==> config.mk <==
export PLATFORM = sky130hd
export DESIGN_NAME = sdf_butterfly_stage_flat
export DESIGN_NICKNAME = d
export VERILOG_FILES = /design/src/rtl/fft_pkg.sv /design/src/rtl/sdf_butterfly_stage_if.sv /design/src/rtl/sdf_delay_line.sv /design/src/rtl/sdf_butterfly_stage.sv /design/src/flat_wrapper.sv
export SDC_FILE = /design/constraint.sdc
export NUM_CORES = 2
export LEC_CHECK = 0
export ABC_CLOCK_PERIOD_IN_PS = 4700
export BUFFER_PORTS_ARGS = -buffer_cell sky130_fd_sc_hd__buf_4
export CAP_MARGIN = 20
export CORE_MARGIN = 2
export CORE_UTILIZATION = 58
export CTS_BUF_LIST = sky130_fd_sc_hd__clkbuf_4
export DETAILED_ROUTE_END_ITERATION = 10
export GPL_ROUTABILITY_DRIVEN = 0
export PLACE_DENSITY = 0.74
export SYNTH_ARGS = -nofsm -noshare
export SYNTH_HDL_FRONTEND = slang
export SYNTH_HIERARCHICAL = 1
export SYNTH_SLANG_ARGS = --single-unit
==> constraint.sdc <==
create_clock -name clk -period 4.7 [get_ports clk]
set_clock_uncertainty 0.1 [all_clocks]
set_input_delay 0.94 -clock clk [delete_from_list [all_inputs] [get_ports clk]]
set_output_delay 0.94 -clock clk [all_outputs]
set_load 0.05 [all_outputs]
==> src/rtl/fft_pkg.sv <==
// Shared FFT datapath types: stage state encoding, default sample width and the
// butterfly scaling rule (round-half-up when SDF_ROUND_EN is defined, floor otherwise).
package fft_pkg;

  localparam int FFT_WIDTH = 14;

  typedef enum logic [1:0] {
    IDLE  = 2'd0,
    FILL  = 2'd1,
    RUN   = 2'd2,
    FLUSH = 2'd3
  } sdf_state_e;

  // Drops one LSB; callers sign-extend into 32 bits and truncate the result.
  function automatic logic signed [31:0] sdf_scale(input logic signed [31:0] v);
`ifdef SDF_ROUND_EN
    return (v + 32'sd1) >>> 1;
`else
    return v >>> 1;
`endif
  endfunction

endpackage

==> src/rtl/sdf_butterfly_stage_if.sv <==
// Complex sample stream into and out of an SDF butterfly stage.
interface sdf_butterfly_stage_if
  import fft_pkg::*;
#(
  parameter int WIDTH = FFT_WIDTH
);
  logic             di_en;
  logic [WIDTH-1:0] di_re;
  logic [WIDTH-1:0] di_im;
  logic             do_en;
  logic [WIDTH-1:0] do_re;
  logic [WIDTH-1:0] do_im;

  // master: upstream producer / downstream consumer side; slave: the stage itself
  modport master (output di_en, di_re, di_im, input  do_en, do_re, do_im);
  modport slave  (input  di_en, di_re, di_im, output do_en, do_re, do_im);
endinterface

==> src/rtl/sdf_delay_line.sv <==
// M-deep feedback delay line; shifts every cycle, contents never reset.
module sdf_delay_line #(
  parameter int M  = 128,
  parameter int DW = 28
) (
  input  logic          clk,
  input  logic [DW-1:0] din,
  output logic [DW-1:0] dout
);
  logic [M-1:0][DW-1:0] sr;

  always_ff @(posedge clk) sr <= {sr[M-2:0], din};

  assign dout = sr[M-1];
endmodule

==> src/rtl/sdf_butterfly_stage.sv <==
// Radix-2 DIF single-path delay-feedback butterfly stage: frame counter, FSM,
// per-lane add/sub with feedback mux, registered output. Scaling set by SDF_ROUND_EN.
module sdf_butterfly_stage
  import fft_pkg::*;
#(
  parameter int M     = 128,
  parameter int WIDTH = FFT_WIDTH
) (
  input  logic                clk,
  input  logic                rst,
  sdf_butterfly_stage_if.slave bus
);
  localparam int CW = $clog2(M) + 1;
  localparam int NL = 2;  // lane 0 = real, lane 1 = imaginary

  sdf_state_e                state;
  logic [CW-1:0]             cnt;
  logic                      half_b, take, emit;
  logic [NL-1:0][WIDTH-1:0]  din, bi, bo, cand;

  // M is a power of two, so the counter MSB marks the second half of the frame
  assign half_b = cnt[CW-1];
  assign take   = bus.di_en && (state != FLUSH);
  assign emit   = (state == RUN) || (state == FLUSH);

  assign din[0] = take ? bus.di_re : '0;
  assign din[1] = take ? bus.di_im : '0;

  for (genvar g = 0; g < NL; g++) begin : g_lane
    logic signed [WIDTH:0] s, d;
    assign s = {bo[g][WIDTH-1], bo[g]} + {din[g][WIDTH-1], din[g]};
    assign d = {bo[g][WIDTH-1], bo[g]} - {din[g][WIDTH-1], din[g]};
    assign cand[g] = half_b ? WIDTH'(sdf_scale(32'(s))) : bo[g];
    assign bi[g]   = half_b ? WIDTH'(sdf_scale(32'(d))) : din[g];
  end

  sdf_delay_line #(.M(M), .DW(NL*WIDTH)) u_dly (
    .clk  (clk),
    .din  (bi),
    .dout (bo)
  );

  always_ff @(posedge clk) begin
    if (rst) begin
      state      <= IDLE;
      cnt        <= '0;
      bus.do_en  <= 1'b0;
      bus.do_re  <= '0;
      bus.do_im  <= '0;
    end else begin
      bus.do_en <= emit;
      bus.do_re <= emit ? cand[0] : '0;
      bus.do_im <= emit ? cand[1] : '0;
      case (state)
        IDLE: if (bus.di_en) begin
          state <= FILL;
          cnt   <= cnt + 1'b1;
        end
        FILL: begin
          cnt <= cnt + 1'b1;
          if (cnt == CW'(M - 1)) state <= RUN;
        end
        RUN: begin
          // counter wraps naturally at 2M; a missing sample at a boundary ends the stream
          cnt <= cnt + 1'b1;
          if (cnt == '0 && !bus.di_en) state <= FLUSH;
        end
        FLUSH: begin
          if (cnt == CW'(M - 1)) begin
            state <= IDLE;
            cnt   <= '0;
          end else begin
            cnt <= cnt + 1'b1;
          end
        end
        default: begin
          state <= IDLE;
          cnt   <= '0;
        end
      endcase
    end
  end
endmodule

==> src/flat_wrapper.sv <==
// flat-port wrapper written by rule: the top's interface ports become plain ports
module sdf_butterfly_stage_flat import fft_pkg::*;
#(
  parameter int M     = 128,
  parameter int WIDTH = FFT_WIDTH
)
  (clk, rst, bus_di_en, bus_di_re, bus_di_im, bus_do_en, bus_do_re, bus_do_im);
  sdf_butterfly_stage_if #(.WIDTH(WIDTH)) bus_i ();
  input  logic clk;
  input  logic rst;
  input wire logic [$bits(bus_i.di_en)-1:0] bus_di_en;
  input wire logic [$bits(bus_i.di_re)-1:0] bus_di_re;
  input wire logic [$bits(bus_i.di_im)-1:0] bus_di_im;
  output wire logic [$bits(bus_i.do_en)-1:0] bus_do_en;
  output wire logic [$bits(bus_i.do_re)-1:0] bus_do_re;
  output wire logic [$bits(bus_i.do_im)-1:0] bus_do_im;
  assign bus_i.di_en = bus_di_en;
  assign bus_i.di_re = bus_di_re;
  assign bus_i.di_im = bus_di_im;
  assign bus_do_en = bus_i.do_en;
  assign bus_do_re = bus_i.do_re;
  assign bus_do_im = bus_i.do_im;
  sdf_butterfly_stage #(.M(M), .WIDTH(WIDTH)) u_core (.clk(clk), .rst(rst), .bus(bus_i));
endmodule
==> flow_summary.json <==
{
  "ant_nets": 0,
  "synth_top_cell_area_share": 0.945,
  "drc": 0,
  "setup_viol": 0,
  "max-cap-violations": 0,
  "drt_iter0_markers": 1322,
  "ys_types": 73,
  "max_freq_mhz": 272,
  "synth_edf_count": 0,
  "outcome": "finished, final reports clean",
  "cts_tree": "yes",
  "start_util": 0.584,
  "period_minus_slack_ns": 3.68,
  "final_layout_size_suffix_gt1_frac": 0.233,
  "synth-async-reset-ratio": 0,
  "fillerInstances": 8707,
  "wirelength_microns": 92400,
  "startpoint_type": "flip-flop",
  "worst_ep_arrival_time_ns": 4.72,
  "num-nets-final": 5186,
  "via_count": 30900,
  "synth_flop_cell": "dfxtp_1",
  "clkTransAtPathRegs_ns": 0.08,
  "grt-ovfl-total": 0,
  "slew_viol_final": 0,
  "grt_setup_unrepaired": "false",
  "clock-sinks": 3623,
  "worstSetupPathType": "reg -> reg",
  "finalPower_w": 0.0551,
  "synth_top_area_cell": "dfxtp_1",
  "rows": 133,
  "clk_latency_ns": 1.25,
  "relSlewSlack": 0.518,
  "ir_worst_vdd_mv": 0.279,
  "grt_pass1_vias": 33100,
  "synth_nets": 4375,
  "worst_pin_slew_ns": 0.723,
  "ioPinCount": 60,
  "period_share": 0.783,
  "switchingPower_w": 0.0111,
  "synth_area_per_cell_sq_um": 18.0,
  "antenna_found_initial": 11,
  "finalHoldViolations": 0,
  "dieArea_sq_um": 135000,
  "synthesis.area_sq_um": 76800,
  "numPortBuffers": 59,
  "clockRootBuffer": "clkbuf_4",
  "pwr-share-clk": 0.408,
  "grt_max_degree": 56,
  "postSynthCellCount": 4275,
  "grt_pass1_wl_microns": 156000,
  "track_usage": 0.142,
  "p_int_w": 0.0440,
  "yosysWarnings": 6,
  "htree_levels": 6,
  "pwr-share-seq": 0.583,
  "via_per_inst": 4.18,
  "die_x_microns": 368,
  "cp_max_fo": 16,
  "first_pass_iters": 7,
  "synth.area.top_cells": "dfxtp_1 94%, ha_1 1.1%, a21oi_1 0.39%",
  "holdWs_ns": 0.175,
  "powerDensity_nw_per_um2": 618,
  "worstSetupEndpointType": "flip-flop",
  "hold_path_class": "reg -> reg",
  "die_y_microns": 368,
  "hpwl_microns": 45500,
  "combPwrFrac": 0.009,
  "numCtsBuffers": 781,
  "tns_ns": 0,
  "core_area_sq_um": 131000,
  "yosysSeqAreaShare": 0.945,
  "crit_required_ns": 5.74,
  "swShare": 0.201,
  "route.detailed.wl_per_inst_microns": 12.5,
  "area_growth_pct": 16.2,
  "ctsResizeCount": 0,
  "ys_seq_elements": 3623,
  "p_leak_nw": 37.7,
  "cts_buffer_depth": 4
}
-- synth_stat cells, types with 10 or more instances --
cell and instances:
mux2i_1 11, a21oi_1 60, clkbuf_1 19, dfxtp_1 3623, buf_2 10, nor2_1 67
ha_1 65, o21ai_0 39, buf_4 29, a211oi_1 14, o21ai_1 14, nor3_1 14
nand2_1 72, inv_1 49, xnor2_1 31, xor2_1 11
-- power groups by stage --
stage	registers (W)	clock network (W)	logic, W
6_report	0.0321	0.0225	0.000501
5_1_grt	0.0322	0.0250	0.000548
4_1_cts	0.0321	0.0234	0.000492
3_5_place_dp	0.0328	0	0.000462
2_1_floorplan	0.0326	0	0.000326
3_3_place_gp	0.0328	0	0.000442
-- cells by family after synthesis --
kind of cell / count (synthesis) / share of synthesized area
AND/OR/NAND/NOR: 214 / 0.0132
buffers and inverters: 120 / 0.00745
multiplexers: 12 / 0.00158
AO/OA/AOI/OAI: 195 / 0.0166
adder cells (fa/ha/maj): 69 / 0.0116
flip-flops: 3623 / 0.945
XOR/XNOR: 42 / 0.00479
-- cells in the final DEF (no fill, tap or decap), drive strengths merged, types with 30 or more instances in the layout --
cell type,count
a21oi,61
buf,62
clkbuf,1181
inv,65
dlygate4sd3,30
o21ai,53
xnor2,31
nand2,72
nor2,67
ha,65
dfxtp,3623
clkinv,123
-- cell type report --
| cell class | instances | area [sq um] | share of cell area |
|---|---|---|---|
| flip-flops and latches | 3623 | 72500 | 0.813 |
| clock buffers | 1181 | 8870 | 0.0994 |
| multi-input cells | 532 | 3680 | 0.0412 |
| well taps | 1755 | 2200 | 0.0246 |
| clock inverters | 152 | 942 | 0.0106 |
| repair buffers | 92 | 766 | 0.00858 |
| inverters | 56 | 210 | 0.00236 |
| diodes | 9 | 22.5 | 0.000252 |
-- stage by stage --
step | cell area (sq um) | instances | worst slack, ns | util
floorplan | 76800 | 4275 | 1.11 | -
global placement | 79100 | 6028 | 0.771 | 0.602
detailed placement | 79100 | 6028 | 0.686 | 0.602
CTS | 89200 | 7391 | 1.09 | 0.678
global route | 89200 | 7398 | 0.889 | 0.679
finish | 89200 | 7400 | 1.02 | 0.679
-- path summary, 6_finish.rpt --
kind | from | end | depth (start not counted) | slack (ns)
setup / recovery | u_core/state[0] | u_core/u_dly/sr[21] | 11 | 1.02
hold / removal | u_core/u_dly/sr[995] | u_core/u_dly/sr[1023] | 0 | 0.17
hold reg to reg | u_core/u_dly/sr[995] | u_core/u_dly/sr[1023] | 0 | 0.17
setup reg to reg | u_core/state[0] | u_core/u_dly/sr[21] | 11 | 1.02
-- flip-flops by register name (all words and copies together) (netlist names) --
register and flops:
u_core/state 2, u_core/bus.do_en 1, u_core/u_dly/sr 3556, u_core/bus.do_im 14, u_core/u_dly/dout 28, u_core/cnt 8, u_core/bus.do_re 14
-- timing repair --
| item | CTS | global route |
|---|---|---|
| hold endpoints to repair | 37 | 0 |
| hold buffers | 30 | 0 |
| endpoints found under the setup margin | 0 | 0 |
| setup buffers | 0 | 0 |
-- routing by layer --
metal	vias up	global-route usage	part of all wire
met5	-	0	0.00043
met2	730	0.176	0.38
li1	15600	-	-
met3	219	0.0547	0.059
met4	6	0.0843	0.024
met1	14400	0.207	0.54
-- worst max-delay path: stages, from the launching register on --
cell,delay [ns]
dfxtp_1,0.33
ha_1,0.33
nor2b_4,0.49
buf_4,0.32
nand2_1,0.16
ha_1,0.37
a211oi_1,0.29
o21bai_1,0.17
o21a_2,0.25
xnor2_1,0.13
a21oi_1,0.08
dlygate4sd3_1,0.58
Power figures use the tool's default switching activity.
